===== src/rtl/booth_mult_sequencer.sv =====
// Sequential radix-4 Booth multiplier: one 18-bit partial product per cycle,
// accumulated shifted into an ACC_W-bit signed result, with valid/ready on both sides.
module booth_mult_sequencer #(
    parameter int unsigned EARLY_TERM = 1,
    parameter int unsigned ACC_W      = 32
) (
    input  logic             clk,
    input  logic             rst,
    input  logic             in_valid,
    output logic             in_ready,
    input  logic [15:0]      md,
    input  logic [15:0]      mr,
    input  logic             flush,
    output logic             out_valid,
    input  logic             out_ready,
    output logic [ACC_W-1:0] product,
    output logic [3:0]       digits_used,
    output logic             busy
);

    typedef enum logic [1:0] {IDLE, RUN, DONE} state_t;

    state_t            state_q, state_d;
    logic [15:0]       md_q, md_d, mr_q, mr_d;
    logic [ACC_W-1:0]  acc_q, acc_d, product_q, product_d;
    logic [2:0]        k_q, k_d;
    logic [3:0]        n_q, n_d, digits_q, digits_d;

    // Smallest n such that mr[15:2n-1] is a pure sign run; digits beyond it are all zero.
    function automatic logic [3:0] term_digits(input logic [15:0] m);
        logic [3:0]  n;
        logic [15:0] t;
        n = 4'd8;
        for (int i = 8; i >= 1; i--) begin
            t = $signed(m) >>> (2 * i - 1);
            if (t == '0 || t == '1) n = 4'(i);
        end
        return n;
    endfunction

    logic [16:0]        mrx;
    logic [2:0]         trip;
    logic signed [17:0] md_x, pp;
    logic [ACC_W-1:0]   pp_ext, acc_add;

    assign mrx    = {mr_q, 1'b0};
    assign trip   = mrx[{k_q, 1'b0} +: 3];
    assign md_x   = {{2{md_q[15]}}, md_q};
    assign pp_ext = {{(ACC_W-18){pp[17]}}, pp};
    assign acc_add = acc_q + (pp_ext << {k_q, 1'b0});

    always_comb begin
        pp = '0;
        case (trip)
            3'b001, 3'b010: pp = md_x;
            3'b011:         pp = md_x <<< 1;
            3'b100:         pp = -(md_x <<< 1);
            3'b101, 3'b110: pp = -md_x;
            default:        pp = '0;
        endcase
    end

    always_comb begin
        state_d   = state_q;
        md_d      = md_q;
        mr_d      = mr_q;
        acc_d     = acc_q;
        k_d       = k_q;
        n_d       = n_q;
        product_d = product_q;
        digits_d  = digits_q;
        if (flush) begin
            state_d = IDLE;
            acc_d   = '0;
        end else begin
            case (state_q)
                IDLE: if (in_valid) begin
                    md_d    = md;
                    mr_d    = mr;
                    acc_d   = '0;
                    k_d     = '0;
                    n_d     = (EARLY_TERM != 0) ? term_digits(mr) : 4'd8;
                    state_d = RUN;
                end
                RUN: begin
                    acc_d = acc_add;
                    k_d   = k_q + 3'd1;
                    if ({1'b0, k_q} == n_q - 4'd1) begin
                        state_d   = DONE;
                        product_d = acc_add;
                        digits_d  = n_q;
                    end
                end
                DONE:    if (out_ready) state_d = IDLE;
                default: state_d = IDLE;
            endcase
        end
    end

    always_ff @(posedge clk or posedge rst) begin
        if (rst) begin
            state_q   <= IDLE;
            md_q      <= '0;
            mr_q      <= '0;
            acc_q     <= '0;
            k_q       <= '0;
            n_q       <= '0;
            product_q <= '0;
            digits_q  <= '0;
        end else begin
            state_q   <= state_d;
            md_q      <= md_d;
            mr_q      <= mr_d;
            acc_q     <= acc_d;
            k_q       <= k_d;
            n_q       <= n_d;
            product_q <= product_d;
            digits_q  <= digits_d;
        end
    end

    assign in_ready    = (state_q == IDLE);
    assign out_valid   = (state_q == DONE);
    assign busy        = (state_q != IDLE);
    assign product     = product_q;
    assign digits_used = digits_q;

endmodule

===== config.mk =====
export PLATFORM = sky130hd
export DESIGN_NAME = booth_mult_sequencer
export DESIGN_NICKNAME = d
export VERILOG_FILES = /design/src/rtl/booth_mult_sequencer.sv
export SDC_FILE = /design/constraint.sdc
export NUM_CORES = 1
export LEC_CHECK = 0
export CAP_MARGIN = 20
export CORE_ASPECT_RATIO = 0.6
export CORE_MARGIN = 1
export CORE_UTILIZATION = 59
export CTS_CLUSTER_DIAMETER = 60
export DETAILED_ROUTE_END_ITERATION = 7
export GPL_ROUTABILITY_DRIVEN = 0
export HOLD_SLACK_MARGIN = 0.15
export PLACE_DENSITY = 0.89
export RECOVER_POWER = 50
export SYNTH_ARGS = -nofsm -noshare
export SYNTH_HDL_FRONTEND = slang
export SYNTH_SLANG_ARGS = --single-unit

===== constraint.sdc =====
create_clock -name clk -period 7.1 [get_ports clk]
set_input_delay 1.775 -clock clk [delete_from_list [all_inputs] [get_ports clk]]
set_output_delay 1.775 -clock clk [all_outputs]
set_load 0.03 [all_outputs]

Word-level counts from Yosys, hierarchy flattened
Index checks and enable logic that the tools add are counted.

storage, ports and cells
  RAM bits = 0
  output and inout port bits = 39
  latch bits = 0
  bits in registers = 109
  input bits = 37
  logic and storage cells = 79
  memories = 0
  ROM bits = 0

cells by class
  mux-type cells = 18
  $mul = 0
  add/subtract/negate cells = 5
  div/mod/pow operators = 0
  reduce and logical (&&, ||, !) cells = 25
  shifts and indexed selects = 2
  $lt $le $gt $ge = 0
  equal/unequal tests = 20
  bitwise gates (word level) = 1

operator list
  kind                                                  count
  equality test 16 bit (second input constant)          7
  logical NOT 16 bit                                    7
  case mux 18 bit (4 select lines)                      1
  two-way mux 32 bit                                    2
  case mux 32 bit (2 select lines)                      1
  adder 32 bit                                          1
  << shifter 32 x 4 -> 32 bit                           1
  two-way mux 4 bit                                     7
  negator 16 -> 18 bit                                  1
  negator 17 -> 18 bit                                  1
  variable part select 17 x 5 -> 3 bit                  1
  AND reduction 3 bit                                   4
  equality test 3 bit (second input constant)           3
  two-way mux 2 bit                                     4
  logical OR 1 bit                                      7
  equality test 3 x 2 -> 1 bit (second input constant)  2
  != test 3 x 2 -> 1 bit (second input constant)        2
  case mux 2 bit (3 select lines)                       1
  case mux 3 bit (2 select lines)                       1
  equality test 3 x 4 -> 1 bit                          1
  nonzero test 2 bit                                    2
  OR reduction 2 bit                                    2
  subtractor 4 x 1 -> 4 bit (second input constant)     1
  adder 3 x 1 -> 3 bit (second input constant)          1
  10 further kinds                                      10

Depth between registers and ports, before layout
  depth in word-level cells = 9
  depth in mapped cells = 22
  mapped depth without buffers = 21

Worst setup path after synthesis
OpenSTA, ideal clock, no wires.

  kind = register to register
  from = register md_q[0]
  to = register product_q[30], in the netlist product[30]
  setup time = 0.125 ns
  cell stages (with the launch flop) = 22
  buffers on the path = 0
  slack = 1.894 ns
  clock period less this slack = 5.206 ns
  data arrival time = 5.081 ns
  data required time = 6.975 ns
  cell sequence = dfrtp_1 > inv_1 > ha_1 > or3b_2 > nor4_4 > nor2_1 > xnor2_1 > a22o_1 > a222oi_1 > mux2_2 > mux2i_1 > mux2_2 > ha_1 > and4_1 > nand2_1 > or4_1 > nor3_1 > nor4bb_1 > o31ai_1 > a221o_1 > xor2_1 > mux2_2

on the way
  longest elaborated chain between the ends = 4
  elaborated cells on any way between the ends = 5
  those cells by class = add/sub (3); shift (1); mux (1)

RTL lines
  item                                                                 RTL line  source
  start, declared                                                      24        logic [15:0] md_q, md_d, mr_q, mr_d;
  start signal, assigned                                               112       md_q <= md_d;
  negator 17 -> 18 bit / negator 16 -> 18 bit (equally long branches)  57, 58
  case mux 18 bit (4 select lines) *                                   54        case (trip)
  << shifter 32 x 4 -> 32 bit *                                        50        assign acc_add = acc_q + (pp_ext << {k_q, 1'b0});
  adder 32 bit *                                                       50
  end signal, assigned                                                 117       product_q <= product_d;
  end, declared                                                        25        logic [ACC_W-1:0] acc_q, acc_d, product_q, product_d;

Mark *: on every way between the ends. The rest lies on a longest branch, timed or not.
A chain may end at the register's enable or synchronous reset.

Worst setup path in the final report
  from = register k_q[0]
  to = register product_q[30], in the netlist product[30]

on the way
  longest elaborated chain between the ends = 6
  elaborated cells on any way between the ends = 14
  those cells by class = add/sub (1); eq/ne (7); shift (2); mux (1); reduce/logical (3)

RTL lines
  item                                               RTL line  source
  start, declared                                    26        logic [2:0] k_q, k_d;
  start signal, assigned                             115       k_q <= k_d;
  variable part select 17 x 5 -> 3 bit               47        assign trip = mrx[{k_q, 1'b0} +: 3];
  equality test 3 bit, or another cell as far along  54
  OR reduction 2 bit                                 54
  case mux 18 bit (4 select lines)                   54
  << shifter 32 x 4 -> 32 bit                        50
  adder 32 bit                                       50

Several ways; a longest one is shown, not always the timed one.

==> flow_summary.ini <==
[synth]
async_reset_ff_share_pct = 100
synth_fa_ha_area_share_pct = 5.72
synth_top_family_by_area = compound AO/OA/AOI/OAI gates
yosys_warnings = 0
avgSynthCellArea_um2 = 8.89
synth.area.mux_share_pct = 10.7
ys_seq_area_share_pct = 35.0
synth_area_leaders = dfrtp_1, nand2_1, mux2_2, ha_1, xnor2_1
ys_ff_latch = 109
synth_edf_count = 0
synthFlopType = dfrtp_1
postSynthCellCount = 876
ys_types = 77
netlist.area_leader.share_pct = 35.0
synth_area_um2 = 7790
synth-xor-area-share_pct = 5.17
synth_simple_gate_area_share_pct = 17.7
synth-compound-area-share_pct = 22.0
syn_nets = 948
synth_top_area_cell = dfrtp_1

[clock_network]
clock_latency_ns = 0.36
cts_resized = 0
cts_setup_buffers = 0
cts_sinks = 109
ctsHtreeMaxLevel = 3
clockBufferDepth = 2
cts.clk_slew.worst_paths_ns = 0.07
cts-buffers-inserted = 9
cts_tree = done
cts_root_buf = clkbuf_16
holdBufCountCts = 0

[finish]
final_nets = 995
drive_gt1_share_pct = 11.1
layout_common_cells = nand2_1, dfrtp_1, nor2_1, a21oi_1, mux2_2
final_common_cell = nand2_1
areaGrowthSynthToFinish_pct = 14.7
fin_util_pct = 69.5
diodes = 0

[global_route]
antenna_found_initial = 0
grt_pass1_vias = 6559
track_usage_pct = 31.2
grt_pass1_wl_um = 33900
grt_max_degree = 59
overflow = 0

[min_path]
hold_depth = 2
hp-class = flip-flop to flip-flop
min_to = mr_q[8]
min-delay-start = mr_q[8]

[critical_path]
r2r_start = k_q[0]
path_cells = inv_1 > mux2i_2 > o21ai_1 > nand2_1 > o32ai_1 > a21oi_1 > o22ai_1 > a221oi_1 > o22ai_1 > ha_1 > a211oi_1 > a21bo_2 > a21oi_1 > nor3_1 > nor4bb_1 > o31ai_1 > a221o_1 > xor2_1 > mux2_2
crit_buf_inv = 1
cp_data_arrival_time_ns = 6.90
crit_family = compound AO/OA/AOI/OAI gates
crit_type = flip-flop to flip-flop
r2r_cells = 19
worstPathRequired_ns = 7.35
rrSetupSlack_ns = 0.44
path_depth = 19
endpoint_kind = flip-flop
r2r-end = product[30]
cpPeakStageDelay_ns = 0.85
worstPathMaxFanout = 22
crit_path_start_kind = flip-flop
crit_slowest_cell = dfrtp_1

[timing]
fin_setup_tns_ns = 0
hold_viol = 0
whs_ns = 0.487
fin_crit_sh_pct = 93.8
rsz0062_at_grt = no
finClkSkew_ns = 0.0126
timing.fmax_mhz = 150
setup_viol = 0
fin_crit_ns = 6.66
maxSlewHeadroom_pct = -54.0
finalMaxSlewViolations = 125
tightest_slew_ns = 2.30

[place]
portBuffers = 75
hpwlAfterDp_um = 14800

[floorplanning]
die_w_um = 150
placement_rows = 32
ios = 76
die_y_um = 91.0
core-area_um2 = 12900
initial_core_util_pct = 60.6
dieArea_um2 = 13700

[route]
ant_nets = 0
drtIter0Drc = 848
drcViolationCount = 0
drtPass1Iterations = 5
wl_per_cell_um = 18.5
num_vias = 7095
routed_wl_um = 20300
vias_per_cell = 6.46

[run]
drv_cap = 3

[run_status]
violations = max-capacitance violations, max-slew violations
status = finished, violations left
## worst max path at each step
stage / startpoint / endpoint / slack, ns
6_report: k_q[0] / product[30] / 0.44
3_3_place_gp: k_q[0] / product[30] / 0.95
5_1_grt: k_q[0] / product[30] / 0.22
3_5_place_dp: k_q[0] / product[30] / 0.76
4_1_cts: k_q[0] / product[30] / 0.70
2_1_floorplan: md_q[0] / product[30] / 1.89
## registers in the layout (all words and copies together) (netlist names)
| register | flops |
|---|---|
| k_q | 3 |
| acc_q | 32 |
| state_q | 2 |
| n_q | 4 |
| digits_used | 4 |
| mr_q | 16 |
| md_q | 16 |
| product | 32 |
## kinds of logic after synthesis
logic type      count (synthesis)
simple gates                  301
compound gates                243
flops                         109
buf+inv                        73
mux                            69
xor+xnor                       46
fa+ha+maj                      35
## area by class of cell
cell class / instances / area (um2)
clock buffers: 9 / 225
repair buffers: 85 / 816
inverters: 24 / 91.3
clock inverters: 7 / 91.3
flip-flops and latches: 109 / 2730
multi-input cells: 694 / 4770
well taps: 170 / 213
fillers: 952 / 3920
## stage by stage
stage	area (um2)	setup slack, ns	std cells
after floorplan	7790	1.89	876
after global placement	8640	0.953	1082
after detailed placement	8640	0.763	1082
after CTS	8950	0.696	1098
after global routing	8940	0.216	1098
final	8940	0.444	1098
## routing by layer
layer | up-vias | GRT usage, % | wire (um)
li1 | 3299 | - | -
met1 | 3351 | 48.0 | 9650
met2 | 418 | 44.3 | 8290
met3 | 27 | 6.78 | 2120
met4 | 0 | 6.48 | 246
met5 | - | 0 | 0
## worst min-delay path, cell delays in order (launching register included)
cell     delay (ns)
dfrtp_1        0.35
nand2_1        0.05
nand2_1        0.06
## Yosys cell counts (22+ instances only)
cell        n
nand2_1   142
dfrtp_1   109
nor2_1     61
a21oi_1    57
mux2_2     47
o21ai_0    45
ha_1       34
xnor2_1    33
a22o_1     32
clkbuf_1   30
inv_1      24
nor3_1     22
Power is left out: the tool's default activity adds up to more than one toggle a clock period on the data nets, which glitch-free logic cannot reach.
